File: config.mk
export PLATFORM = sky130hd
export DESIGN_NAME = data_mem_access_unit
export DESIGN_NICKNAME = d
export VERILOG_FILES = /design/src/rtl/data_mem_access_unit_pkg.sv /design/src/rtl/data_mem_access_unit_lane_align.sv /design/src/rtl/data_mem_access_unit.sv
export SDC_FILE = /design/constraint.sdc
export NUM_CORES = 1
export LEC_CHECK = 0
export CAP_MARGIN = 20
export CORE_AREA = 3 3 158 129
export DETAILED_ROUTE_END_ITERATION = 8
export DIE_AREA = 0 0 161 132
export GPL_TIMING_DRIVEN = 0
export HOLD_SLACK_MARGIN = 0.03
export PLACE_DENSITY_LB_ADDON = 0.08
export SYNTH_ARGS = -nofsm -noshare
export SYNTH_HDL_FRONTEND = slang
export SYNTH_SLANG_ARGS = --single-unit
File: constraint.sdc
create_clock -name Clk -period 1.9 [get_ports Clk]
set_input_delay 0.38 -clock Clk [delete_from_list [all_inputs] [get_ports Clk]]
set_output_delay 0.38 -clock Clk [all_outputs]
set_load 0.005 [all_outputs]
File: src/rtl/data_mem_access_unit_pkg.sv
// data_mem_access_unit_pkg: size encodings, FSM states and lane masks for the Data_mem initiator
package data_mem_access_unit_pkg;
  localparam logic [1:0] SZ_BYTE = 2'b00;
  localparam logic [1:0] SZ_HALF = 2'b01;
  localparam logic [1:0] SZ_WORD = 2'b10;
  localparam logic [1:0] SZ_ILL  = 2'b11;
  localparam logic [31:0] BYTE_MASK = 32'h0000_00ff;
  localparam logic [31:0] HALF_MASK = 32'h0000_ffff;
  localparam logic [31:0] WORD_MASK = 32'hffff_ffff;
  typedef enum logic [2:0] {IDLE, RD, RD_WAIT, MERGE, WR, RESP} state_t;
  function automatic logic is_fault(input logic [1:0] size, input logic [1:0] lo);
    return size == SZ_ILL || (size == SZ_HALF && lo[0]) || (size == SZ_WORD && lo != 2'b00);
  endfunction
endpackage

File: src/rtl/data_mem_access_unit_lane_align.sv
// mem_lane_align: little-endian load extract/extend and sub-word store merge
module mem_lane_align
  import data_mem_access_unit_pkg::*;
(
  input  logic [1:0]  addr_lo,
  input  logic [1:0]  size,
  input  logic        sgn,
  input  logic [31:0] rword,
  input  logic [31:0] wdata,
  output logic [31:0] ld_data,
  output logic [31:0] st_data
);
  logic [4:0]  sh;
  logic [31:0] shr;
  logic [31:0] mask;
  assign sh      = size == SZ_HALF ? {addr_lo[1], 4'b0} : {addr_lo, 3'b0};
  assign shr     = rword >> sh;
  assign ld_data = size == SZ_BYTE ? {{24{sgn & shr[7]}}, shr[7:0]} :
                   size == SZ_HALF ? {{16{sgn & shr[15]}}, shr[15:0]} : rword;
  assign mask    = (size == SZ_BYTE ? BYTE_MASK : size == SZ_HALF ? HALF_MASK : WORD_MASK) << sh;
  assign st_data = (rword & ~mask) | ((wdata << sh) & mask);
endmodule

File: src/rtl/data_mem_access_unit.sv
// data_mem_access_unit: one-at-a-time load/store sequencer driving the Data_mem strobes
module data_mem_access_unit
  import data_mem_access_unit_pkg::*;
#(
  parameter int ADDR_W   = 32,
  parameter int DATA_W   = 32,
  parameter int READ_LAT = 1
) (
  input  logic              Clk,
  input  logic              Rst_n,
  input  logic              Req_valid,
  output logic              Req_ready,
  input  logic              Req_we,
  input  logic [1:0]        Req_size,
  input  logic              Req_signed,
  input  logic [ADDR_W-1:0] Req_addr,
  input  logic [DATA_W-1:0] Req_wdata,
  output logic              Rsp_valid,
  output logic [DATA_W-1:0] Rsp_rdata,
  output logic              Rsp_fault,
  output logic [ADDR_W-1:0] Mem_address,
  output logic [DATA_W-1:0] Mem_data_in,
  output logic              Mem_we,
  output logic              Mem_re,
  input  logic [DATA_W-1:0] Mem_data_out
);
  localparam int CW = $clog2(READ_LAT + 1);
  state_t            state;
  logic [CW-1:0]     cnt;
  logic              r_we;
  logic              r_sgn;
  logic [1:0]        r_size;
  logic [1:0]        r_lo;
  logic [DATA_W-1:0] r_wdata;
  logic [DATA_W-1:0] word;
  logic [DATA_W-1:0] ld_data;
  logic [DATA_W-1:0] st_data;
  mem_lane_align u_align (
    .addr_lo (r_lo),
    .size    (r_size),
    .sgn     (r_sgn),
    .rword   (state == MERGE ? word : Mem_data_out),
    .wdata   (r_wdata),
    .ld_data (ld_data),
    .st_data (st_data)
  );
  // Request sequencing: every output is updated here so all of them come straight from flops
  always_ff @(posedge Clk or negedge Rst_n) begin
    if (!Rst_n) begin
      state       <= IDLE;
      cnt         <= '0;
      r_we        <= 1'b0;
      r_sgn       <= 1'b0;
      r_size      <= SZ_BYTE;
      r_lo        <= 2'b00;
      r_wdata     <= '0;
      word        <= '0;
      Req_ready   <= 1'b0;
      Rsp_valid   <= 1'b0;
      Rsp_rdata   <= '0;
      Rsp_fault   <= 1'b0;
      Mem_address <= '0;
      Mem_data_in <= '0;
      Mem_we      <= 1'b0;
      Mem_re      <= 1'b0;
    end else begin
      case (state)
        IDLE: begin
          Req_ready <= !(Req_valid && Req_ready);
          if (Req_valid && Req_ready) begin
            r_we    <= Req_we;
            r_sgn   <= Req_signed;
            r_size  <= Req_size;
            r_lo    <= Req_addr[1:0];
            r_wdata <= Req_wdata;
            if (is_fault(Req_size, Req_addr[1:0])) begin
              state     <= RESP;
              Rsp_valid <= 1'b1;
              Rsp_fault <= 1'b1;
              Rsp_rdata <= '0;
            end else if (Req_we && Req_size == SZ_WORD) begin
              state       <= WR;
              Mem_we      <= 1'b1;
              Mem_address <= {Req_addr[ADDR_W-1:2], 2'b00};
              Mem_data_in <= Req_wdata;
            end else begin
              state       <= RD;
              Mem_re      <= 1'b1;
              Mem_address <= {Req_addr[ADDR_W-1:2], 2'b00};
            end
          end
        end
        RD: begin
          Mem_re <= 1'b0;
          cnt    <= CW'(READ_LAT);
          state  <= RD_WAIT;
        end
        RD_WAIT: begin
          if (cnt == CW'(1)) begin
            word <= Mem_data_out;
            if (r_we) state <= MERGE;
            else begin
              state     <= RESP;
              Rsp_valid <= 1'b1;
              Rsp_rdata <= ld_data;
            end
          end else cnt <= cnt - CW'(1);
        end
        MERGE: begin
          Mem_data_in <= st_data;
          Mem_we      <= 1'b1;
          state       <= WR;
        end
        WR: begin
          Mem_we    <= 1'b0;
          Rsp_valid <= 1'b1;
          Rsp_rdata <= '0;
          state     <= RESP;
        end
        RESP: begin
          Rsp_valid <= 1'b0;
          Rsp_fault <= 1'b0;
          Rsp_rdata <= '0;
          Req_ready <= 1'b1;
          state     <= IDLE;
        end
        default: state <= IDLE;
      endcase
    end
  end
endmodule
# Yosys cells after proc, flatten, opt, wreduce, memory -nomap -nowiden
# Cells that the tools add are included.
dict set report word_totals {
  output_inout_bits 101
  register_bits 173
  in_bits 103
}
dict set report op_classes {
  n_bitwise 7
  n_mux 38
  n_reduce_logical 28
  n_addsub 1
  eq_ne 16
  n_shift 3
}
# cell count
set op_table {}
lappend op_table {{$mux 32} 12}
lappend op_table {{$pmux 32 s3} 1}
lappend op_table {{$and 32x32->32} 2}
lappend op_table {{$pmux 32 s2} 1}
lappend op_table {{$shl 32x5->32} 2}
lappend op_table {{$not 32->32} 1}
lappend op_table {{$or 32x32->32} 1}
lappend op_table {{$shr 32x5->16} 1}
lappend op_table {{$mux 3} 5}
lappend op_table {{$pmux 3 s5} 1}
lappend op_table {{$ne 2x2->1 const B} 7}
lappend op_table {{$reduce_and 4->1} 3}
lappend op_table {{$mux 1} 11}
lappend op_table {{$reduce_and 5->1} 2}
lappend op_table {{$reduce_bool 2->1} 5}
lappend op_table {{$pmux 1 s2} 4}
lappend op_table {{$eq 3x2->1 const B} 2}
lappend op_table {{$eq 3x3->1 const B} 2}
lappend op_table {{$reduce_and 2->1} 3}
lappend op_table {{$reduce_and 3->1} 2}
lappend op_table {{$reduce_bool 3->1} 2}
lappend op_table {{$eq 2x1->1 const B} 2}
lappend op_table {{$eq 2x2->1 const B} 2}
lappend op_table {{$logic_and 1x1->1} 4}
lappend op_table {{other kinds (13)} 15}

# Depth between registers and ports, before layout
dict set report logic_depth {
  word_depth 9
  depth_mapped 9
  mapped_depth_nobuf 5
}

# Hierarchy
# From an unflattened synthesis, not the netlist that was laid out.
dict set report unflattened {
  cells_unflattened 764
  area_unflattened_um2 9039.9
}
# mod cells_each instances area_per_inst_um2 seq_area_each_um2
set modules_own_cells {}
lappend modules_own_cells {data_mem_access_unit 494 1 7449.6 4329.2}
lappend modules_own_cells {mem_lane_align 270 1 1590.3 0.0}

# Least setup slack after synthesis
# Ideal clock, no wire load.
dict set report synth_timing {
  path_type {register -> register}
  from {reg r_size[1]}
  to {reg Mem_data_in[25]}
  setup_ns 0.130
  path_slack_ns -0.036
  synth_period_minus_slack_ns 1.936
  arrival_ns 1.806
  n_path_buf 3
  required_ns 1.770
  stages_incl_launch_ff 9
  path_cell_list {dfrtp_1 > buf_2 > nand2b_1 > nand2_1 > buf_2 > buf_2 > mux4_2 > a22oi_1 > o21ai_0}
}
dict set report synth_via {
  elab_chain_cells 8
  elab_cells_between_ends 12
  classes_between {eq/ne (1); shift (2); mux (4); bitwise (4); reduce/logical (1)}
}
# item line_no
set synth_lines {}
lappend synth_lines {{from (decl)} data_mem_access_unit.sv:32} ;# logic [1:0] r_size;
lappend synth_lines {{from (signal assigned)} data_mem_access_unit.sv:73} ;# r_size <= Req_size;
lappend synth_lines {{$eq 2x1->1} {data_mem_access_unit_lane_align.sv:16, data_mem_access_unit_lane_align.sv:20}}
lappend synth_lines {{$mux 32 (2 in a row)} data_mem_access_unit_lane_align.sv:20} ;# assign mask = (size == SZ_BYTE ? BYTE_MASK : size == SZ_HALF ? HALF_MASK : WORD_MASK) << sh;
lappend synth_lines {{$shl 32x5->32} data_mem_access_unit_lane_align.sv:20}
lappend synth_lines {{$not 32->32} data_mem_access_unit_lane_align.sv:21} ;# assign st_data = (rword & ~mask) | ((wdata << sh) & mask);
lappend synth_lines {{$and 32x32->32} data_mem_access_unit_lane_align.sv:21}
lappend synth_lines {{$or 32x32->32 (*)} data_mem_access_unit_lane_align.sv:21}
lappend synth_lines {{$pmux 32 s2 (*)} data_mem_access_unit.sv:67} ;# case (state)
lappend synth_lines {{to (signal assigned)} data_mem_access_unit.sv:85} ;# Mem_data_in <= Req_wdata;
lappend synth_lines {{to (signal assigned)} data_mem_access_unit.sv:110} ;# Mem_data_in <= st_data;
lappend synth_lines {{to (decl)} data_mem_access_unit.sv:22} ;# output logic [DATA_W-1:0] Mem_data_in,
# Mark *: on every way between the ends. The rest lies on a longest branch, timed or not.
# A chain may end at the register's enable or synchronous reset.

# Worst setup path in the final report
dict set report layout_timing {
  from {reg state[1]}
  to {reg Rsp_rdata[15]}
}
dict set report layout_via {
  elab_chain_cells 8
  elab_cells_between_ends 20
  classes_between {eq/ne (8); shift (1); mux (6); bitwise (1); reduce/logical (4)}
}
# item line_no
set layout_lines {}
lappend layout_lines {{from (decl)} data_mem_access_unit.sv:28} ;# state_t state;
lappend layout_lines {{from (signal assigned)} data_mem_access_unit.sv:50} ;# state <= IDLE;
lappend layout_lines {{from (signal assigned)} data_mem_access_unit.sv:77} ;# state <= RESP;
lappend layout_lines {{from (signal assigned)} data_mem_access_unit.sv:82} ;# state <= WR;
lappend layout_lines {{$eq 3x2->1} data_mem_access_unit.sv:42} ;# .rword (state == MERGE ? word : Mem_data_out),
lappend layout_lines {{$mux 32} data_mem_access_unit.sv:42}
lappend layout_lines {{$shr 32x5->16} data_mem_access_unit_lane_align.sv:17} ;# assign shr = rword >> sh;
lappend layout_lines {{$mux 32 / $and 1x1->1 (equally long branches)} {data_mem_access_unit_lane_align.sv:19, data_mem_access_unit_lane_align.sv:18}}
lappend layout_lines {{$mux 32} data_mem_access_unit_lane_align.sv:18} ;# assign ld_data = size == SZ_BYTE ? {{24{sgn & shr[7]}}, shr[7:0]} :
lappend layout_lines {{$mux 32} data_mem_access_unit.sv:101} ;# if (r_we) state <= MERGE;
lappend layout_lines {{$mux 32} data_mem_access_unit.sv:99} ;# if (cnt == CW'(1)) begin
lappend layout_lines {{$pmux 32 s3} data_mem_access_unit.sv:67}
lappend layout_lines {{to (signal assigned)} data_mem_access_unit.sv:105} ;# Rsp_rdata <= ld_data;
lappend layout_lines {{to (decl)} data_mem_access_unit.sv:19} ;# output logic [DATA_W-1:0] Rsp_rdata,
# Parallel ways exist; a longest one is shown, timed or not. The select of a mux whose other input is x is not followed.

==> metrics.txt <==
IO Pins around 200; deepest clock path buffer count 2; worst-path cell chain buf_6 -> nand3b_1 -> buf_6 -> mux2i_4 -> mux2i_1 -> a311o_2 -> a22o_1; Clock Latency Late Sink roughly 0.43 ns; Die Span Y ~130 microns; clock share of power roughly 18%; DR vias between 7k and 8k; commonest non-fill, non-tap cell in the layout clkdlybuf4s50_1; sw frac a little under two fifths; Synth cell types 57; worst path required time approximately 2.2 ns; clock buffer count from CTS 17; Leakage between 5 and 6 nW; crit path DAT between 2 and 2.5 ns; final hold viol count 0; Layout Utilization between 60% and 70%; gr ovfl total 0; Starting Density between 40% and 50%; Synth Flop Type dfrtp_1; Setup-failing EPs final 44; Post-Synth XOR/XNOR Area 0.103%; sequential power share between 30 and 40%; run status complete, but fails checks; post-route ant nets 0; register bit count reported by yosys approximately 170; largest family of logic cells by synthesized area multiplexers; worst-case reg-to-reg path depth 7; startpoint class of the critical path flop; total number of H-tree levels 4; simple-gate portion of the synthesized area between 7 and 8%; synthesized area per cell between 10 and 15 sq um; failing checks negative setup slack; Setup WS post-layout -0.215 ns; R2R Path End Rsp_rdata[15]; cell count after synthesis 725; CP Buf/Inv Count 2; max incr delay on CP roughly 0.50 ns; First-pass DRT Iterations 5; TritonCTS clock tree yes; synthesis-to-finish area growth 46.6%; critical path endpoint category flop; sequential fraction of the synthesis area between 50% and 60%; Critical R2R Launch state[1]; Post-Synth Adder-Cell Area 0%; wire length per cell ~22 microns; Placed Instance Area 10900 sq um; Num Clock Sinks about 170; final setup TNS -4.00 ns; fin crit period between 2 and 2.5 ns; core box area 18900 sq um; initial antenna violation count 0; peak supply drop 0.816 mV; All-Layer GR Usage around 26%; CP max stage cell a311o_2; Clock Pin Slew Worst Setup and Hold Paths 0.07 ns; NetSw between 7 and 8 mW; Final Cycle Share 111%; R2R setup slack -0.21 ns; skew final roughly 0.0083 ns; Synth Area in Compound Gates ~15%; relative slew slack approximately three fifths; Peak Freq about 470 MHz; Antenna Diode Count 0; clock root cell clkbuf_16; YS warnings 0; number of synthesized flops with an enable pin 0; Die W between 150 and 200 microns; DRC 0; cell area power density between 1500 and 2000 nW/um^2; CP top delay family compound AO/OA/AOI/OAI gates; die area 21300 sq um; Comb pwr share between 40 and 50%; Pint 13.2 mW; Final Cell Area approximately 12000 sq um; GP Congestion ~0.96; Max Slew Vio Count 0; Slew @ Worst Pin between 0.5 and 0.6 ns; vias in the first global route 7235; DRT iter0 DRCs 696; min-delay worst type primary input to asynchronous set/reset pin; MaxCap Viol Count 0; detail-routed via count per cell around 5.8; largest net degree at the start of global routing about 110; Cell Rows between 40 and 50; final wirelength ~28000 microns; fin nets around 1.1k; hpwl dp 20100 microns; share of layout cells above drive strength 1 between 20% and 30%; synthesized area roughly 8500 sq um; multiplexer share of the synthesized area 23.3%; most frequent cell on the critical path buf_6; Port Buf Inserts roughly 200; CP max FO 9; Setup CP Type flop to flop; global-route wire length before repair approximately 42000 microns; RSZ-0062 raised after global routing yes; commonest cells after routing, fill and taps aside clkdlybuf4s50_1, dfrtp_1, mux2_2, nand2_1, nor2_1; Synth async-reset ratio between 90% and 100%
==> cells by family (layout without fill, tap and decap cells) <==
group,after synthesis,count (layout)
AO/OA/AOI/OAI,187,187
XOR/XNOR,1,1
buffers and inverters,59,321
flip-flops,173,173
multiplexers,168,168
other,1,2
AND/OR/NAND/NOR,136,136
==> worst max-delay path by stage <==
stage / start / depth (start not counted) / to / slack [ns]
2_1_floorplan: state[1] / 8 / Rsp_rdata[25] / 0.007
3_3_place_gp: Rst_n / 1 / Mem_data_in[3] / -6.48
6_report: state[1] / 7 / Rsp_rdata[15] / -0.21
3_5_place_dp: Req_size[0] / 7 / Rsp_rdata[25] / -0.90
4_1_cts: state[1] / 7 / Rsp_rdata[15] / -0.16
5_1_grt: state[2] / 7 / Rsp_rdata[8] / -0.29
==> what timing repair did <==
action | CTS | global route
endpoints found under the hold margin | 69 | 0
hold buffers | 1 | 0
pin swaps | 7 | 15
setup buffers | 13 | 14
endpoints found under the setup margin | 157 | 155
cloned | 1 | 4
resized for setup | 96 | 79
==> sequential cells by signal, indices dropped and copies added, names as in the netlist <==
name and count:
Req_ready 1, Mem_address 30, r_we 1, r_size 2, Rsp_fault 1, r_lo 2, Rsp_valid 1, Mem_re 1
r_sgn 1, Rsp_rdata 32, Mem_we 1, word 32, state 3, r_wdata 32, Mem_data_in 32, cnt 1
==> cell usage after synthesis (all sizes together), types with 4 or more instances <==
master | n | area share, %
dfrtp | 173 | 51
nand3 | 4 | 0.24
buf | 30 | 2.0
a211oi | 16 | 1.4
mux2i | 45 | 5.4
nor3 | 6 | 0.41
nor2 | 44 | 2.0
o211ai | 17 | 1.5
clkbuf | 22 | 0.97
o22ai | 8 | 0.59
a22oi | 25 | 2.2
a31oi | 11 | 0.81
mux2 | 111 | 15
nand2 | 54 | 2.4
mux4 | 12 | 3.2
o21ai | 33 | 1.9
a21oi | 43 | 2.5
inv | 7 | 0.31
nor2b | 11 | 0.81
a22o | 11 | 1.1
o22a | 4 | 0.41
==> through the flow <==
step | total power [mW] | worst slack, ns | hold slack (ns) | std cells
floorplan | 11.5 | 0.00658 | 0.0844 | 726
global placement | 15.3 | -6.48 | 0.474 | 1185
detailed placement | 15.6 | -0.895 | 0.369 | 1186
CTS | 20.1 | -0.159 | 0.504 | 1228
global route | 22.0 | -0.294 | 0.515 | 1246
finish | 20.9 | -0.215 | 0.495 | 1246
==> area by class of cell <==
| cell class | count | area (sq um) |
|---|---|---|
| clock inverter | 12 | 183 |
| clock buffer | 20 | 447 |
| inverter | 7 | 26.3 |
| tap | 258 | 323 |
| timing repair buffer | 235 | 2410 |
| multi-input combinational | 494 | 4280 |
| sequential | 173 | 4330 |
| buffer | 47 | 430 |
| fill | 1429 | 6480 |
==> worst register-to-register path: stages (launching register included) <==
cell and delay (ns):
dfrtp_1 0.37, buf_6 0.14, nand3b_1 0.12, buf_6 0.18, mux2i_4 0.30, mux2i_1 0.16, a311o_2 0.50, a22o_1 0.23
==> power by group through the flow <==
stage | Combinational, mW | Sequential [mW] | Clock, mW
4_1_cts | 9.29 | 7.01 | 3.84
6_report | 9.98 | 7.14 | 3.80
2_1_floorplan | 5.07 | 6.44 | 0
3_3_place_gp | 8.45 | 6.87 | 0
5_1_grt | 10.7 | 7.33 | 3.98
3_5_place_dp | 8.63 | 6.97 | 0
==> metal layers <==
layer  share of wire [%]  vias to the layer above  wire [microns]  GRT usage [%]
met1                  44                     3623           12300           36.7
li1                    -                     3196               -              -
met3                 9.1                       54            2520           7.51
met5                   0                        -               0              0
met4                 1.9                        0             517           5.26
met2                  45                      355           12400           39.0
Power figures use the tool's default switching activity.
